File: src/rtl/counter_mon_pkg.sv
// Shared types and constants for the counter monitor and its per-channel
// expected-value models.
package counter_mon_pkg;

  typedef enum logic [1:0] {
    IDLE,
    WAIT_LOAD,
    TRACK,
    FAULT
  } mon_state_t;

  localparam int DEFAULT_WIDTH = 4;

  localparam bit UP   = 1'b1;
  localparam bit DOWN = 1'b0;

endpackage

File: src/rtl/counter_monitor_if.sv
// Control and observation signals shared between the up/down counter and the
// monitor that checks it; the monitor only ever listens.
interface counter_monitor_if #(
  parameter int WIDTH = 4
);

  logic             load;
  logic [WIDTH-1:0] data;
  logic             up_down;
  logic             down_up;
  logic [WIDTH-1:0] outu;
  logic [WIDTH-1:0] outd;

  modport master (
    output load,
    output data,
    output up_down,
    output down_up,
    output outu,
    output outd
  );

  modport slave (
    input load,
    input data,
    input up_down,
    input down_up,
    input outu,
    input outd
  );

endinterface

File: src/rtl/counter_model.sv
// Expected-value register for one counter channel plus its wrap pulse.
// DIR selects counting up (wrap at max->0) or down (wrap at 0->max).
import counter_mon_pkg::*;

module counter_model #(
  parameter int WIDTH = DEFAULT_WIDTH,
  parameter bit DIR   = UP
) (
  input  logic             clk,
  input  logic             reset,
  input  logic             run,
  input  logic             load,
  input  logic [WIDTH-1:0] data,
  input  logic             en,
  output logic [WIDTH-1:0] value,
  output logic             wrap
);

  localparam logic [WIDTH-1:0] MAX_VAL = '1;

  logic [WIDTH-1:0] stepped;
  logic             at_edge;

  always_comb begin
    stepped = (DIR == UP) ? value + WIDTH'(1) : value - WIDTH'(1);
    at_edge = (DIR == UP) ? (value == MAX_VAL) : (value == '0);
  end

  // Load takes priority over counting and never produces a wrap pulse.
  always_ff @(posedge clk or negedge reset) begin
    if (!reset) begin
      value <= '0;
      wrap  <= 1'b0;
    end else begin
      wrap <= 1'b0;
      if (run) begin
        if (load) begin
          value <= data;
        end else if (en) begin
          value <= stepped;
          wrap  <= at_edge;
        end
      end
    end
  end

endmodule

File: src/rtl/counter_monitor.sv
// Passive checker for the up/down counter: tracks expected values for both
// channels, flags registered mismatches and counts error cycles.
import counter_mon_pkg::*;

module counter_monitor #(
  parameter int WIDTH     = DEFAULT_WIDTH,
  parameter int ERR_CNT_W = 8,
  parameter int ERR_LIMIT = 3
) (
  input  logic                 clk,
  input  logic                 reset,
  input  logic                 mon_en,
  counter_monitor_if.slave     bus,
  output logic [WIDTH-1:0]     exp_u,
  output logic [WIDTH-1:0]     exp_d,
  output logic                 mismatch_u,
  output logic                 mismatch_d,
  output logic                 wrap_u,
  output logic                 wrap_d,
  output logic [ERR_CNT_W-1:0] err_count,
  output logic                 locked,
  output logic                 fault
);

  mon_state_t state, next_state;

  logic                 model_run;
  logic                 cmp_u;
  logic                 cmp_d;
  logic                 any_mis;
  logic                 limit_hit;
  logic [ERR_CNT_W-1:0] err_inc;

  assign model_run = (state != IDLE);

  counter_model #(.WIDTH(WIDTH), .DIR(UP)) u_model_up (
    .clk   (clk),
    .reset (reset),
    .run   (model_run),
    .load  (bus.load),
    .data  (bus.data),
    .en    (bus.up_down),
    .value (exp_u),
    .wrap  (wrap_u)
  );

  counter_model #(.WIDTH(WIDTH), .DIR(DOWN)) u_model_down (
    .clk   (clk),
    .reset (reset),
    .run   (model_run),
    .load  (bus.load),
    .data  (bus.data),
    .en    (bus.down_up),
    .value (exp_d),
    .wrap  (wrap_d)
  );

  // The error counter saturates, so the limit test uses the clamped value.
  always_comb begin
    cmp_u     = (bus.outu != exp_u);
    cmp_d     = (bus.outd != exp_d);
    any_mis   = cmp_u | cmp_d;
    err_inc   = (&err_count) ? err_count : err_count + ERR_CNT_W'(1);
    limit_hit = any_mis && (err_inc == ERR_CNT_W'(ERR_LIMIT));
  end

  always_ff @(posedge clk or negedge reset) begin
    if (!reset) begin
      state <= IDLE;
    end else begin
      state <= next_state;
    end
  end

  // Dropping mon_en always wins, even over a simultaneous load.
  always_comb begin
    next_state = state;
    case (state)
      IDLE: begin
        if (mon_en) next_state = WAIT_LOAD;
      end
      WAIT_LOAD, FAULT: begin
        if (!mon_en)       next_state = IDLE;
        else if (bus.load) next_state = TRACK;
      end
      TRACK: begin
        if (!mon_en)        next_state = IDLE;
        else if (limit_hit) next_state = FAULT;
      end
      default: next_state = IDLE;
    endcase
  end

  always_comb begin
    locked = (state == TRACK);
    fault  = (state == FAULT);
  end

  always_ff @(posedge clk or negedge reset) begin
    if (!reset) begin
      mismatch_u <= 1'b0;
      mismatch_d <= 1'b0;
    end else if (state == TRACK) begin
      mismatch_u <= cmp_u;
      mismatch_d <= cmp_d;
    end else begin
      mismatch_u <= 1'b0;
      mismatch_d <= 1'b0;
    end
  end

  // Leaving TRACK through mon_en=0 keeps the count; a new reference clears it.
  always_ff @(posedge clk or negedge reset) begin
    if (!reset) begin
      err_count <= '0;
    end else begin
      case (state)
        WAIT_LOAD, FAULT: begin
          if (mon_en && bus.load) err_count <= '0;
        end
        TRACK: begin
          if (mon_en && any_mis) err_count <= err_inc;
        end
        default: err_count <= err_count;
      endcase
    end
  end

endmodule

File: src/flat_wrapper.sv
// flat-port wrapper written by rule: the top's interface ports become plain ports
module counter_monitor_flat 
#(
  parameter int WIDTH     = DEFAULT_WIDTH,
  parameter int ERR_CNT_W = 8,
  parameter int ERR_LIMIT = 3
)
  (clk, reset, mon_en, exp_u, exp_d, mismatch_u, mismatch_d, wrap_u, wrap_d, err_count, locked, fault, bus_load, bus_data, bus_up_down, bus_down_up, bus_outu, bus_outd);
  counter_monitor_if #(.WIDTH(WIDTH)) bus_i ();
  input  logic clk;
  input  logic reset;
  input  logic mon_en;
  output logic [WIDTH-1:0] exp_u;
  output logic [WIDTH-1:0] exp_d;
  output logic mismatch_u;
  output logic mismatch_d;
  output logic wrap_u;
  output logic wrap_d;
  output logic [ERR_CNT_W-1:0] err_count;
  output logic locked;
  output logic fault;
  input wire logic [$bits(bus_i.load)-1:0] bus_load;
  input wire logic [$bits(bus_i.data)-1:0] bus_data;
  input wire logic [$bits(bus_i.up_down)-1:0] bus_up_down;
  input wire logic [$bits(bus_i.down_up)-1:0] bus_down_up;
  input wire logic [$bits(bus_i.outu)-1:0] bus_outu;
  input wire logic [$bits(bus_i.outd)-1:0] bus_outd;
  assign bus_i.load = bus_load;
  assign bus_i.data = bus_data;
  assign bus_i.up_down = bus_up_down;
  assign bus_i.down_up = bus_down_up;
  assign bus_i.outu = bus_outu;
  assign bus_i.outd = bus_outd;
  counter_monitor #(.WIDTH(WIDTH), .ERR_CNT_W(ERR_CNT_W), .ERR_LIMIT(ERR_LIMIT)) u_core (.clk(clk), .reset(reset), .mon_en(mon_en), .bus(bus_i), .exp_u(exp_u), .exp_d(exp_d), .mismatch_u(mismatch_u), .mismatch_d(mismatch_d), .wrap_u(wrap_u), .wrap_d(wrap_d), .err_count(err_count), .locked(locked), .fault(fault));
endmodule
File: config.mk
export PLATFORM = sky130hd
export DESIGN_NAME = counter_monitor_flat
export DESIGN_NICKNAME = d
export VERILOG_FILES = /design/src/rtl/counter_mon_pkg.sv /design/src/rtl/counter_monitor_if.sv /design/src/rtl/counter_model.sv /design/src/rtl/counter_monitor.sv /design/src/flat_wrapper.sv
export SDC_FILE = /design/constraint.sdc
export NUM_CORES = 1
export LEC_CHECK = 0
export ABC_AREA = 1
export BUFFER_PORTS_ARGS = -buffer_cell sky130_fd_sc_hd__buf_2
export CAP_MARGIN = 15
export CORE_ASPECT_RATIO = 2
export CORE_MARGIN = 10
export CORE_UTILIZATION = 47
export CTS_CLUSTER_DIAMETER = 150
export DETAILED_ROUTE_END_ITERATION = 7
export PLACE_DENSITY = 0.86
export SLEW_MARGIN = 20
export SYNTH_ARGS = -nofsm -noshare
export SYNTH_HDL_FRONTEND = slang
export SYNTH_SLANG_ARGS = --single-unit
File: constraint.sdc
create_clock -name clk -period 1.7 [get_ports clk]
set_input_delay 0.17 -clock clk [delete_from_list [all_inputs] [get_ports clk]]
set_output_delay 0.17 -clock clk [all_outputs]
set_load 0.1 [all_outputs]
==> results by group <==
Floorplanning
  • Area of the core: 2980 um^2
  • Core Rows: 28
  • Chip width: 59.2 um
  • Starting Density: 0.486
  • Die footprint: 5830 um^2
  • Die extent in y: 98.5 um
  • Boundary Pins: 40

Global route
  • Congestion Overflow GR: 0
  • Vias in the first global route: 1509
  • Global-route wire length before repair: 6310 um
  • Number of antenna violations at the first check in global routing: 0
  • Global router's overall resource usage: 0.133
  • Maximum number of pins on one net before global-route repair: 23

Synthesis
  • Synth Area in Adders: 0.0346
  • Xor-xnor portion of the synthesized cell area: 0.0303
  • Post-Synthesis Cell Area: 1450 um^2
  • Number of standard cells after synthesis: 200
  • Simple-gate share of the synthesized area: 0.332
  • Distinct cells, synth: 27
  • Sequential-to-total area share from yosys stat: 0.380
  • Area fraction in compound gates after synthesis: 0.137
  • Synthesis-stage register bit count: 22
  • Multiplexer area fraction after synthesis: 0
  • Largest family of logic cells by synthesized area: simple AND/OR/NAND/NOR gates
  • Yosys warnings: 0
  • Synthesized area per cell: 7.24 um^2
  • Net count of the mapped netlist: 222

Timing
  • Worst Tran Pin Value: 0.506 ns
  • RSZ-0062 raised after global routing: true
  • Worst Hold Slack: 0.163 ns
  • TNS Setup: 0 ns
  • Ratio of final minimum period to clock period: 0.989
  • Hold Fails Final Rpt: 0
  • Final Max Slew Viols: 0
  • Fin Clk Skew: 0.00605 ns
  • Number of endpoints failing setup at the final stage: 0
  • Post-layout minimum cycle time: 1.68 ns
  • Achievable Freq: 0.595 GHz
  • Headroom to the max-slew limit: 0.663

Critical path
  • CP Data Arrival Time: 1.84 ns
  • Longest individual stage delay on the worst path: 0.50 ns
  • Maximum fanout count along the critical path: 7
  • Critical Path Source Type: register
  • Crit path kind: register to register
  • Crit path buf inv count: 1
  • Top cell family by delay on the critical path: simple AND/OR/NAND/NOR gates
  • Type of destination of the critical path: register
  • Max stage delay cell, worst path: dfrtp_4
  • Crit-path cells: ha_4 > nand2_4 > nor2_4 > nand2_4 > buf_6 > nand4_1 > nor2_1 > nand3_1 > nand2_2 > nand2_2 > nand2_1 > nand2_1
  • Critical Path RT: 1.86 ns

Clock network
  • Reg clk slew, reported paths: 0.08 ns
  • Clock Sinks: 22
  • Number of buffers inserted during clock tree synthesis: 3
  • H-tree Lvls: 1
  • Insertion delay to the later sink of the worst-skew pair: 0.27 ns
  • Maximum count of clock buffers along a single path: 2
  • Clock root buffer: clkbuf_8
  • Clock tree from TritonCTS: built

Pwr
  • Leakage power: 0.917 nW
  • Areal power density over the cells: 1920 nW/um^2
  • Worst supply voltage drop on vdd: 1730 uV
  • Design Power: 0.00349 W

Route
  • Vias post-DR: 1491
  • First-pass iteration count of the detailed router: 4
  • Routed Antenna Nets: 0
  • Remaining routing DRC violations: 0
  • Routed wire length: 3890 um
  • Detailed-route wire length per cell: 14.1 um
  • Drt initial violations: 61
  • Post-DR vias/cell: 5.42

Final layout
  • Area growth syn-to-layout: 25.6%
  • # fillers: 273
  • N_diodes: 0
  • Fraction of final layout cells sized beyond drive strength 1: 0.339
  • Layout Utilization: 0.611
  • Nets: 268

Placed design
  • Port-buffer cells: 39
  • Placer's final routability congestion estimate: 0.870
  • HPWL after DPL: 3130 um

Outcome
  • Run status: complete, no violations

Worst hold path
  • Kind of path behind the tightest hold check: primary input to register

Run
  • Max-capacitance violation count: 0
logic make-up after synthesis:
family | Yosys count
DFF | 22
and+or+nand+nor | 104
AOI/OAI and AO/OA | 34
adders and majority gates | 4
buffers and inverters | 31
xor gates and xnor gates | 5
synthesized netlist by cell type (all sizes together):
master,number,share of area
o211ai,1,0.0052
a31oi,4,0.017
ha,4,0.035
o21bai,1,0.0052
dfrtp,22,0.38
xnor2,1,0.0061
o21ai,22,0.086
clkbuf,2,0.0052
nand4,7,0.030
buf,2,0.011
nand3,18,0.062
xor2,4,0.024
nor3,4,0.017
nand2,50,0.14
inv,27,0.070
nor2,25,0.084
a21oi,5,0.017
o21a,1,0.0052
through the flow:
stage / instances / instance area (um^2) / setup slack [ns]
floorplan: 200 / 1490 / -0.160
global placement: 270 / 1730 / 0.0587
CTS: 275 / 1790 / 0.0190
detailed placement: 270 / 1730 / -0.0143
global route: 275 / 1820 / -0.109
finish: 275 / 1820 / 0.0187
worst paths after layout:
kind,from,end,cells past startpoint,slack (ns)
worst max-delay path,u_core.err_count[0],u_core.state[1],12,0.02
worst min-delay path,bus_down_up,u_core.u_model_down.wrap,3,0.16
worst max register to register,u_core.err_count[0],u_core.state[1],12,0.02
worst min register to register,u_core.state[1],u_core.state[1],2,0.56
max in group asynchronous,reset,u_core.err_count[1],2,0.92
min in group asynchronous,reset,u_core.err_count[0],2,0.40
flip-flops by register name, summed over array words and instances, names as in the netlist:
signal / count
u_core.mismatch_d: 1
u_core.mismatch_u: 1
u_core.u_model_down.value: 4
u_core.u_model_up.value: 4
u_core.err_count: 8
u_core.u_model_up.wrap: 1
u_core.u_model_down.wrap: 1
u_core.state: 2
cell type report:
type | count | area (um^2) | share of cell area
multi-input cells | 147 | 810 | 0.445
well taps | 30 | 37.5 | 0.0206
repair buffers | 45 | 249 | 0.137
flip-flops and latches | 22 | 576 | 0.317
inverters | 27 | 101 | 0.0557
clock buffers | 4 | 45.0 | 0.0248
metal layers:
layer	up-vias	global-route usage	routed length, um
li1	742	-	-
met1	699	0.118	1300
met2	45	0.263	2320
met3	5	0.0270	209
met4	0	0.0497	59
met5	-	0	0
repair_timing:
action	in CTS	in global routing
hold endpoints to repair	22	0
hold buffers	1	0
resized for setup	1	8
cloned	0	0
setup endpoints to repair	1	11
setup buffers	0	0
pin swaps	0	9
layout by cell type (no fill, tap or decap), drive strengths merged:
master,instances
a21oi,5
a31oi,4
buf,43
clkbuf,5
dfrtp,22
dlygate4sd3,1
ha,4
inv,27
nand2,50
nand3,18
nand4,7
nor2,25
nor3,4
o211ai,1
o21a,1
o21ai,22
o21bai,1
xnor2,1
xor2,4
worst reg2reg max path, cell delays in order, from the launching register on:
cell	delay [ns]
dfrtp_4	0.50
ha_4	0.19
nand2_4	0.06
nor2_4	0.05
nand2_4	0.11
buf_6	0.12
nand4_1	0.07
nor2_1	0.11
nand3_1	0.10
nand2_2	0.11
nand2_2	0.06
nand2_1	0.05
nand2_1	0.05
power breakdown:
| part | internal [W] | total, W | leakage (nW) | switching, W |
|---|---|---|---|---|
| registers | 0.000711 | 0.000896 | 0.261 | 0.000185 |
| logic | 0.000478 | 0.00225 | 0.633 | 0.00178 |
| clock network | 0.000168 | 0.000339 | 0.0228 | 0.000171 |
| total | 0.00136 | 0.00349 | 0.917 | 0.00213 |
(Power assumes the default switching activity.)
